--- config.mk ---
export PLATFORM = sky130hd
export DESIGN_NAME = cheat_code_loader_flat
export DESIGN_NICKNAME = d
export VERILOG_FILES = /design/src/rtl/cheat_code_loader_if.sv /design/src/rtl/cheat_code_loader.sv /design/src/flat_wrapper.sv
export SDC_FILE = /design/constraint.sdc
export NUM_CORES = 1
export LEC_CHECK = 0
export ABC_AREA = 1
export ABC_CLOCK_PERIOD_IN_PS = 3300
export CAP_MARGIN = 20
export CORE_MARGIN = 2
export CORE_UTILIZATION = 60
export DETAILED_ROUTE_END_ITERATION = 6
export PLACE_DENSITY_LB_ADDON = 0.12
export SLEW_MARGIN = 20
export SYNTH_ARGS = -nofsm -noshare
export SYNTH_HDL_FRONTEND = slang
export SYNTH_SLANG_ARGS = --single-unit
--- constraint.sdc ---
create_clock -name clk -period 3.3 [get_ports clk]
set_clock_uncertainty 0.2 [all_clocks]
set_input_delay 0.66 -clock clk [delete_from_list [all_inputs] [get_ports clk]]
set_output_delay 0.66 -clock clk [all_outputs]
set_load 0.02 [all_outputs]
--- src/rtl/cheat_code_loader_if.sv ---
// HPS menu download channel carrying the cheat file byte stream.
interface cheat_code_loader_if #(
  parameter int AW = 25
);
  logic          ioctl_download;
  logic          ioctl_wr;
  logic [AW-1:0] ioctl_addr;
  logic [7:0]    ioctl_dout;

  modport master (output ioctl_download, ioctl_wr, ioctl_addr, ioctl_dout);
  modport slave  (input  ioctl_download, ioctl_wr, ioctl_addr, ioctl_dout);
endinterface

--- src/rtl/cheat_code_loader.sv ---
// Parses a downloaded cheat file into 16-byte records, holds up to MAX_CODES codes
// and streams every slot to the code evaluator as one-cycle 38-bit packets.
module cheat_code_loader #(
  parameter int MAX_CODES = 9,
  parameter int AW        = 25
) (
  input  logic                clk,
  input  logic                reset,
  cheat_code_loader_if.slave  ioctl,
  input  logic                cheats_enable,
  output logic [37:0]         code,
  output logic [3:0]          code_count,
  output logic                busy,
  output logic                overflow
);

  typedef enum logic [1:0] {IDLE, LOAD, SEND} state_t;

  localparam logic [3:0] LAST_IDX  = 4'(MAX_CODES - 1);
  localparam logic [3:0] FULL_CNT  = 4'(MAX_CODES);

  state_t        state_reg, state_next;
  logic [3:0]    idx_reg, idx_next;
  logic          dl_prev_reg;
  logic          en_copy_reg;
  logic [127:0]  staging_reg;
  logic          commit_reg;
  logic [3:0]    count_reg;
  logic          overflow_reg;
  logic [37:0]   code_reg, code_next;
  logic          clear_load, start_send;

  logic [MAX_CODES*33-1:0] slots_flat;
  logic [32:0]   slot_rd;

  logic          dl_rise, dl_fall, byte_we, slots_full, rec_valid, slot_we;
  logic [31:0]   rec_addr;
  logic [32:0]   rec_word;

  assign dl_rise = ioctl.ioctl_download & ~dl_prev_reg;
  assign dl_fall = ~ioctl.ioctl_download & dl_prev_reg;
  assign byte_we = (state_reg == LOAD) & ioctl.ioctl_download & ioctl.ioctl_wr;

  // Record layout: flags[31:0], addr[63:32], compare[95:64], replace[127:96]
  assign rec_addr   = staging_reg[63:32];
  assign rec_valid  = (rec_addr[31:16] == 16'd0) && rec_addr[15];
  assign rec_word   = {1'b1, staging_reg[0], rec_addr[14:0], staging_reg[71:64], staging_reg[103:96]};
  assign slots_full = (count_reg == FULL_CNT);
  assign slot_we    = commit_reg & rec_valid & ~slots_full & ~clear_load;

  for (genvar gi = 0; gi < MAX_CODES; gi++) begin : g_slot
    logic [32:0] slot_reg;
    always_ff @(posedge clk) begin
      if (reset || clear_load) begin
        slot_reg <= '0;
      end else if (slot_we && count_reg == 4'(gi)) begin
        slot_reg <= rec_word;
      end
    end
    assign slots_flat[gi*33 +: 33] = slot_reg;
  end

  always_comb begin
    slot_rd = '0;
    for (int k = 0; k < MAX_CODES; k++) begin
      if (idx_reg == 4'(k)) slot_rd = slots_flat[k*33 +: 33];
    end
  end

  always_comb begin
    state_next = state_reg;
    idx_next   = idx_reg;
    code_next  = '0;
    clear_load = 1'b0;
    start_send = 1'b0;
    case (state_reg)
      IDLE: begin
        if (dl_rise) begin
          state_next = LOAD;
          clear_load = 1'b1;
        end else if (cheats_enable != en_copy_reg) begin
          state_next = SEND;
          idx_next   = 4'd0;
          start_send = 1'b1;
        end
      end
      LOAD: begin
        if (dl_fall) begin
          state_next = SEND;
          idx_next   = 4'd0;
          start_send = 1'b1;
        end
      end
      SEND: begin
        // A new download aborts the stream; the fresh load is re-sent in full afterwards.
        if (dl_rise) begin
          state_next = LOAD;
          clear_load = 1'b1;
        end else begin
          code_next = {1'b1, idx_reg, slot_rd[32] & cheats_enable, slot_rd[31:0]};
          if (idx_reg == LAST_IDX) begin
            state_next = IDLE;
            idx_next   = 4'd0;
          end else begin
            idx_next = idx_reg + 4'd1;
          end
        end
      end
      default: state_next = IDLE;
    endcase
  end

  always_ff @(posedge clk) begin
    if (reset) begin
      state_reg    <= IDLE;
      idx_reg      <= 4'd0;
      code_reg     <= '0;
      dl_prev_reg  <= ioctl.ioctl_download;
      en_copy_reg  <= cheats_enable;
      staging_reg  <= '0;
      commit_reg   <= 1'b0;
      count_reg    <= 4'd0;
      overflow_reg <= 1'b0;
    end else begin
      state_reg   <= state_next;
      idx_reg     <= idx_next;
      code_reg    <= code_next;
      dl_prev_reg <= ioctl.ioctl_download;
      if (start_send) en_copy_reg <= cheats_enable;
      if (clear_load) begin
        staging_reg  <= '0;
        commit_reg   <= 1'b0;
        count_reg    <= 4'd0;
        overflow_reg <= 1'b0;
      end else begin
        if (byte_we) staging_reg[{ioctl.ioctl_addr[3:0], 3'b000} +: 8] <= ioctl.ioctl_dout;
        commit_reg <= byte_we && (ioctl.ioctl_addr[3:0] == 4'hF);
        if (commit_reg && rec_valid) begin
          if (slots_full) overflow_reg <= 1'b1;
          else            count_reg    <= count_reg + 4'd1;
        end
      end
    end
  end

  logic unused_ok;
  assign unused_ok = ^{ioctl.ioctl_addr[AW-1:4], staging_reg[31:1], staging_reg[95:72], staging_reg[127:104]};

  assign code       = code_reg;
  assign code_count = count_reg;
  assign busy       = (state_reg != IDLE);
  assign overflow   = overflow_reg;

endmodule

--- src/flat_wrapper.sv ---
// flat-port wrapper written by rule: the top's interface ports become plain ports
module cheat_code_loader_flat 
#(
  parameter int MAX_CODES = 9,
  parameter int AW        = 25
)
  (clk, reset, cheats_enable, code, code_count, busy, overflow, ioctl_ioctl_download, ioctl_ioctl_wr, ioctl_ioctl_addr, ioctl_ioctl_dout);
  cheat_code_loader_if #(.AW(AW)) ioctl_i ();
  input  logic clk;
  input  logic reset;
  input  logic cheats_enable;
  output logic [37:0] code;
  output logic [3:0] code_count;
  output logic busy;
  output logic overflow;
  input wire logic [$bits(ioctl_i.ioctl_download)-1:0] ioctl_ioctl_download;
  input wire logic [$bits(ioctl_i.ioctl_wr)-1:0] ioctl_ioctl_wr;
  input wire logic [$bits(ioctl_i.ioctl_addr)-1:0] ioctl_ioctl_addr;
  input wire logic [$bits(ioctl_i.ioctl_dout)-1:0] ioctl_ioctl_dout;
  assign ioctl_i.ioctl_download = ioctl_ioctl_download;
  assign ioctl_i.ioctl_wr = ioctl_ioctl_wr;
  assign ioctl_i.ioctl_addr = ioctl_ioctl_addr;
  assign ioctl_i.ioctl_dout = ioctl_ioctl_dout;
  cheat_code_loader #(.MAX_CODES(MAX_CODES), .AW(AW)) u_core (.clk(clk), .reset(reset), .ioctl(ioctl_i), .cheats_enable(cheats_enable), .code(code), .code_count(code_count), .busy(busy), .overflow(overflow));
endmodule
==> results_tabular.tex <==
\begin{tabular}{lr}
\hline
Metric & Value \\
\hline
\multicolumn{2}{l}{\textbf{Route}} \\
\quad Average vias per placed instance & 5.066 \\
\quad Average wire per cell in the routed design & 14.68 um \\
\quad Number of vias after detailed routing & 17270 \\
\quad Final wirelength & 50.04 mm \\
\quad Number of nets with antenna violations after routing & 0 \\
\quad Remaining routing DRC violations & 0 \\
\quad Length of the first detailed-routing pass in iterations & 5 \\
\quad Starting DRC count in detailed routing & 1310 \\
\multicolumn{2}{l}{\textbf{Critical path}} \\
\quad Cell mode on critical path & sky130\_fd\_sc\_hd\_\_nand2\_1 \\
\quad Crit-path cells & inv\_1 > ha\_1 > nand2\_2 > o21ai\_0 > inv\_1 > nand2\_1 > nand3b\_1 > nand2\_1 > nand2\_1 > nand2\_1 > a21oi\_1 \\
\quad RR Endpoint & u\_core.code[31] \\
\quad Req. time, crit path & 3.51 ns \\
\quad RR Startpoint & u\_core.idx\_reg[0] \\
\quad Kind of start point of the critical path & register \\
\quad Flop2flop setup slack & 0.64 ns \\
\quad Kind of cell with the highest combined delay on the critical path & simple AND/OR/NAND/NOR gates \\
\quad Critical Path End Type & register \\
\quad Cell depth of the worst setup path & 11 \\
\quad Buffers and inverters on the worst path & 2 \\
\quad Crit Path Max Fanout & 25 \\
\quad Critical path data arrival time & 2.87 ns \\
\quad Slowest stage cell on the critical path & sky130\_fd\_sc\_hd\_\_nand2\_2 \\
\quad Largest stage delay, worst path & 0.51 ns \\
\quad Worst r2r path cells & 11 \\
\quad Worst Path Class, Setup & reg2reg \\
\multicolumn{2}{l}{\textbf{Global routing}} \\
\quad Vias in the first global route & 16350 \\
\quad Overall global routing resource usage & 29.73\% \\
\quad Busiest grt layer & met2 \\
\quad Wire length of the first global-routing pass & 81.68 mm \\
\quad Overflow left after global routing & 0 \\
\quad Initial antenna violation count & 0 \\
\quad Global routing usage on met2 & 52.58\% \\
\quad Met3 demand-to-capacity share in global routing & 4.149\% \\
\quad Global-route track usage on met1 & 36.32\% \\
\quad Maximum number of pins on one net before global-route repair & 85 \\
\multicolumn{2}{l}{\textbf{Finish}} \\
\quad Most common cell after layout, fill and taps aside & sky130\_fd\_sc\_hd\_\_inv\_1 \\
\quad Layout cells sized above 1 & 6.772\% \\
\quad Area occupied by multi-input gates & 7843 um\^{}2 \\
\quad Register Area & 7978 um\^{}2 \\
\quad Highest-count cells in the layout ignoring fill and taps & 714 x sky130\_fd\_sc\_hd\_\_inv\_1, 468 x sky130\_fd\_sc\_hd\_\_nand2\_1, 397 x sky130\_fd\_sc\_hd\_\_dfxtp\_1 \\
\quad Number of standard cells in the layout, taps in and fillers out & 3410 \\
\quad Synthesis-to-layout area growth & 10.57\% \\
\quad Number of inserted diodes & 0 \\
\quad Number of flip-flops in the largest register & 297 \\
\quad FILL cells & 2860 \\
\quad Nets@finish & 2987 \\
\multicolumn{2}{l}{\textbf{Clocking}} \\
\quad Number of clock buffers inserted by TritonCTS & 43 \\
\quad Cts hold-fix bufs & 0 \\
\quad Clock slew seen by the registers of the worst setup and hold paths & 0.06 ns \\
\quad Clock tree from TritonCTS & built \\
\quad Skew-Pair Late Insertion Delay & 0.53 ns \\
\quad Maximum count of clock buffers along a single path & 3 \\
\quad Clk root buf & sky130\_fd\_sc\_hd\_\_clkbuf\_16 \\
\quad Post-CTS resize count & 0 \\
\quad Clock net sink count & 398 \\
\quad Post-CTS Setup Inserts & 0 \\
\quad H-tree levels & 2 \\
\multicolumn{2}{l}{\textbf{Die}} \\
\quad Row count & 66 \\
\quad Core Box Area & 32450 um\^{}2 \\
\quad DIE HEIGHT & 185.2 um \\
\quad Overall die width & 185.2 um \\
\quad I/O pin total & 82 \\
\quad Starting density of the core & 60.68\% \\
\quad Area of the die & 34290 um\^{}2 \\
\multicolumn{2}{l}{\textbf{Run status}} \\
\quad Result of the run & complete, no violations \\
\multicolumn{2}{l}{\textbf{Placed design}} \\
\quad Instance count after placement with tap cells included & 3334 \\
\quad Detailed placement HPWL & 31.36 mm \\
\quad Number of port buffers & 60 \\
\quad Weighted congestion reported at the end of routability-driven placement & 0.8499 \\
\multicolumn{2}{l}{\textbf{Yosys}} \\
\quad Gate count of the mapped netlist & 2988 \\
\quad Area share of the leading cell type in the synthesized netlist & 40.36\% \\
\quad Count of unique library cells instantiated by Yosys & 42 \\
\quad Area contributors post-synth & sky130\_fd\_sc\_hd\_\_dfxtp\_1 40\%, sky130\_fd\_sc\_hd\_\_inv\_1 14\%, sky130\_fd\_sc\_hd\_\_nand2\_1 8.9\%, sky130\_fd\_sc\_hd\_\_o21ai\_0 6.4\%, sky130\_fd\_sc\_hd\_\_nor2\_1 6.4\% \\
\quad Post-synthesis net count & 3038 \\
\quad Leading area contributor after synthesis & sky130\_fd\_sc\_hd\_\_dfxtp\_1 \\
\quad \#FFs+latches synth & 398 \\
\quad Share of the yosys chip area belonging to registers & 40.51\% \\
\quad Count of synthesis-stage warnings from yosys & 0 \\
\quad Post-synthesis average cell area & 6.591 um\^{}2 \\
\quad Post-synthesis instance area & 19690 um\^{}2 \\
\multicolumn{2}{l}{\textbf{Timing}} \\
\quad Transition time at the pin with the least slew margin & 0.8002 ns \\
\quad RSZ-0062 raised after global routing & no \\
\quad Setup total negative slack & 0 ns \\
\quad Post-route fraction of the period consumed by the critical path & 80.68\% \\
\quad Slew HR & 46.59\% \\
\quad Number of max-slew violations in the final report & 0 \\
\quad Hold violation count in the final report & 0 \\
\quad Max frequency & 0.3756 GHz \\
\quad Final critical path time including I/O delays and setup & 2.662 ns \\
\quad \# setup viols final & 0 \\
\multicolumn{2}{l}{\textbf{Worst hold path}} \\
\quad Hold WC Path Type & reg2reg \\
\quad Hold path endpoint & u\_core.staging\_reg[63] \\
\quad Min-delay src & u\_core.staging\_reg[63] \\
\quad Hold Path Stages & 2 \\
\multicolumn{2}{l}{\textbf{Power}} \\
\quad Switching power summed over all nets & 2579 uW \\
\quad Leak & 0.009383 uW \\
\quad Worst vdd ir & 0.4530 mV \\
\quad Fraction of power consumed by the clock network & 47.2\% \\
\quad Share of total power in sequential cells & 44.7\% \\
\quad Logic gate share of total power & 8.2\% \\
\quad Net Sw Frac & 23.82\% \\
\quad Power density relative to cell area & 497.2 nW/um\^{}2 \\
\quad Internal power of the cells & 8246 uW \\
\multicolumn{2}{l}{\textbf{Run}} \\
\quad Max-cap check violation count & 0 \\
\hline
\end{tabular}
## cells by family after synthesis
kind of cell | synth area share (%)
buffers and inverters | 19.72
AO/OA/AOI/OAI | 15.17
flip-flops | 40.51
AND/OR/NAND/NOR | 23.58
XOR/XNOR | 0.2606
adder cells (fa/ha/maj) | 0.7624
## per-layer routing
| layer | wire length (um) | vias up |
|---|---|---|
| li1 | - | 8873 |
| met1 | 21190 | 7854 |
| met2 | 24290 | 429 |
| met3 | 2515 | 118 |
| met4 | 2053 | 0 |
| met5 | 0 | - |
## worst min-delay path, cell delays in order, from the launching register on
cell and delay (ns):
sky130_fd_sc_hd__dfxtp_1 0.31, sky130_fd_sc_hd__inv_1 0.05, sky130_fd_sc_hd__a21oi_1 0.05
## cell type report
type                       instances  area share, %
clock buffer                      63          5.850
inverter                         722          12.47
tap                              442          2.540
multi-input combinational       1662          36.02
clock inverter                    13          1.029
timing repair buffer             110          5.459
sequential                       398          36.64
## power groups by stage
stage	Sequential, uW	Combinational (uW)	Clock (uW)
6_report	4840	885	5100
5_1_grt	4840	982	5360
4_1_cts	4840	879	5150
3_5_place_dp	4940	876	0
3_3_place_gp	4940	865	0
2_1_floorplan	4950	564	0
## stage by stage
| step | utilization, % | instance area [um^2] | hold WS (ns) | setup WS (ns) | total power, uW |
|---|---|---|---|---|---|
| 3_5_place_dp | 62.48 | 20280 | 0.2415 | 0.2504 | 5819 |
| 4_1_cts | 67.09 | 21770 | 0.2511 | 0.6903 | 10870 |
| 6_report | 67.09 | 21770 | 0.2461 | 0.6377 | 10830 |
| 3_3_place_gp | 62.48 | 20280 | 0.2324 | 0.3780 | 5807 |
| 2_1_floorplan | - | 19690 | 0.2236 | 0.6830 | 5512 |
| 5_1_grt | 67.09 | 21770 | 0.2707 | 0.5450 | 11180 |
## synthesized netlist by cell type
| library cell | count |
|---|---|
| sky130_fd_sc_hd__inv_1 | 714 |
| sky130_fd_sc_hd__nand2_1 | 469 |
| sky130_fd_sc_hd__dfxtp_1 | 397 |
| sky130_fd_sc_hd__nor2_1 | 337 |
| sky130_fd_sc_hd__o21ai_0 | 253 |
| sky130_fd_sc_hd__o21ai_1 | 207 |
| sky130_fd_sc_hd__a21oi_1 | 114 |
| sky130_fd_sc_hd__clkbuf_1 | 91 |
| sky130_fd_sc_hd__nand3_1 | 91 |
| sky130_fd_sc_hd__nand2_2 | 44 |
| sky130_fd_sc_hd__buf_6 | 41 |
| sky130_fd_sc_hd__nand4_1 | 41 |
| sky130_fd_sc_hd__buf_1 | 35 |
| sky130_fd_sc_hd__nand3b_1 | 32 |
| sky130_fd_sc_hd__buf_2 | 21 |
| sky130_fd_sc_hd__buf_4 | 17 |
| sky130_fd_sc_hd__ha_1 | 12 |
| sky130_fd_sc_hd__nand3_2 | 11 |
| sky130_fd_sc_hd__a211oi_1 | 8 |
| sky130_fd_sc_hd__nor2_2 | 8 |
| sky130_fd_sc_hd__nor4_1 | 8 |
| sky130_fd_sc_hd__inv_2 | 6 |
| sky130_fd_sc_hd__nand2_4 | 3 |
| sky130_fd_sc_hd__xor2_1 | 3 |
| sky130_fd_sc_hd__a211oi_2 | 2 |
| sky130_fd_sc_hd__clkinv_1 | 2 |
| sky130_fd_sc_hd__nand3_4 | 2 |
| sky130_fd_sc_hd__nor2_4 | 2 |
| sky130_fd_sc_hd__nor3_1 | 2 |
| sky130_fd_sc_hd__nor3_4 | 2 |
| sky130_fd_sc_hd__nor3b_1 | 2 |
| sky130_fd_sc_hd__and3_1 | 1 |
| sky130_fd_sc_hd__clkbuf_2 | 1 |
| sky130_fd_sc_hd__edfxtp_1 | 1 |
| sky130_fd_sc_hd__nor2_8 | 1 |
| sky130_fd_sc_hd__o211ai_1 | 1 |
| sky130_fd_sc_hd__o21a_1 | 1 |
| sky130_fd_sc_hd__o22ai_1 | 1 |
| sky130_fd_sc_hd__o31ai_1 | 1 |
| sky130_fd_sc_hd__or2_2 | 1 |
| sky130_fd_sc_hd__xnor2_1 | 1 |
| sky130_fd_sc_hd__xor2_2 | 1 |
## worst max path at each step
stage,startpoint,end,slack [ns]
5_1_grt,ioctl_ioctl_addr[1],u_core.staging_reg[103],0.54
2_1_floorplan,ioctl_ioctl_addr[0],u_core.staging_reg[102],0.68
4_1_cts,u_core.idx_reg[0],u_core.code[2],0.69
3_5_place_dp,ioctl_ioctl_addr[1],u_core.staging_reg[97],0.25
3_3_place_gp,ioctl_ioctl_download,u_core.staging_reg[70],0.38
6_report,u_core.idx_reg[0],u_core.code[31],0.64
Note: power is estimated with default switching activity, not from simulation.
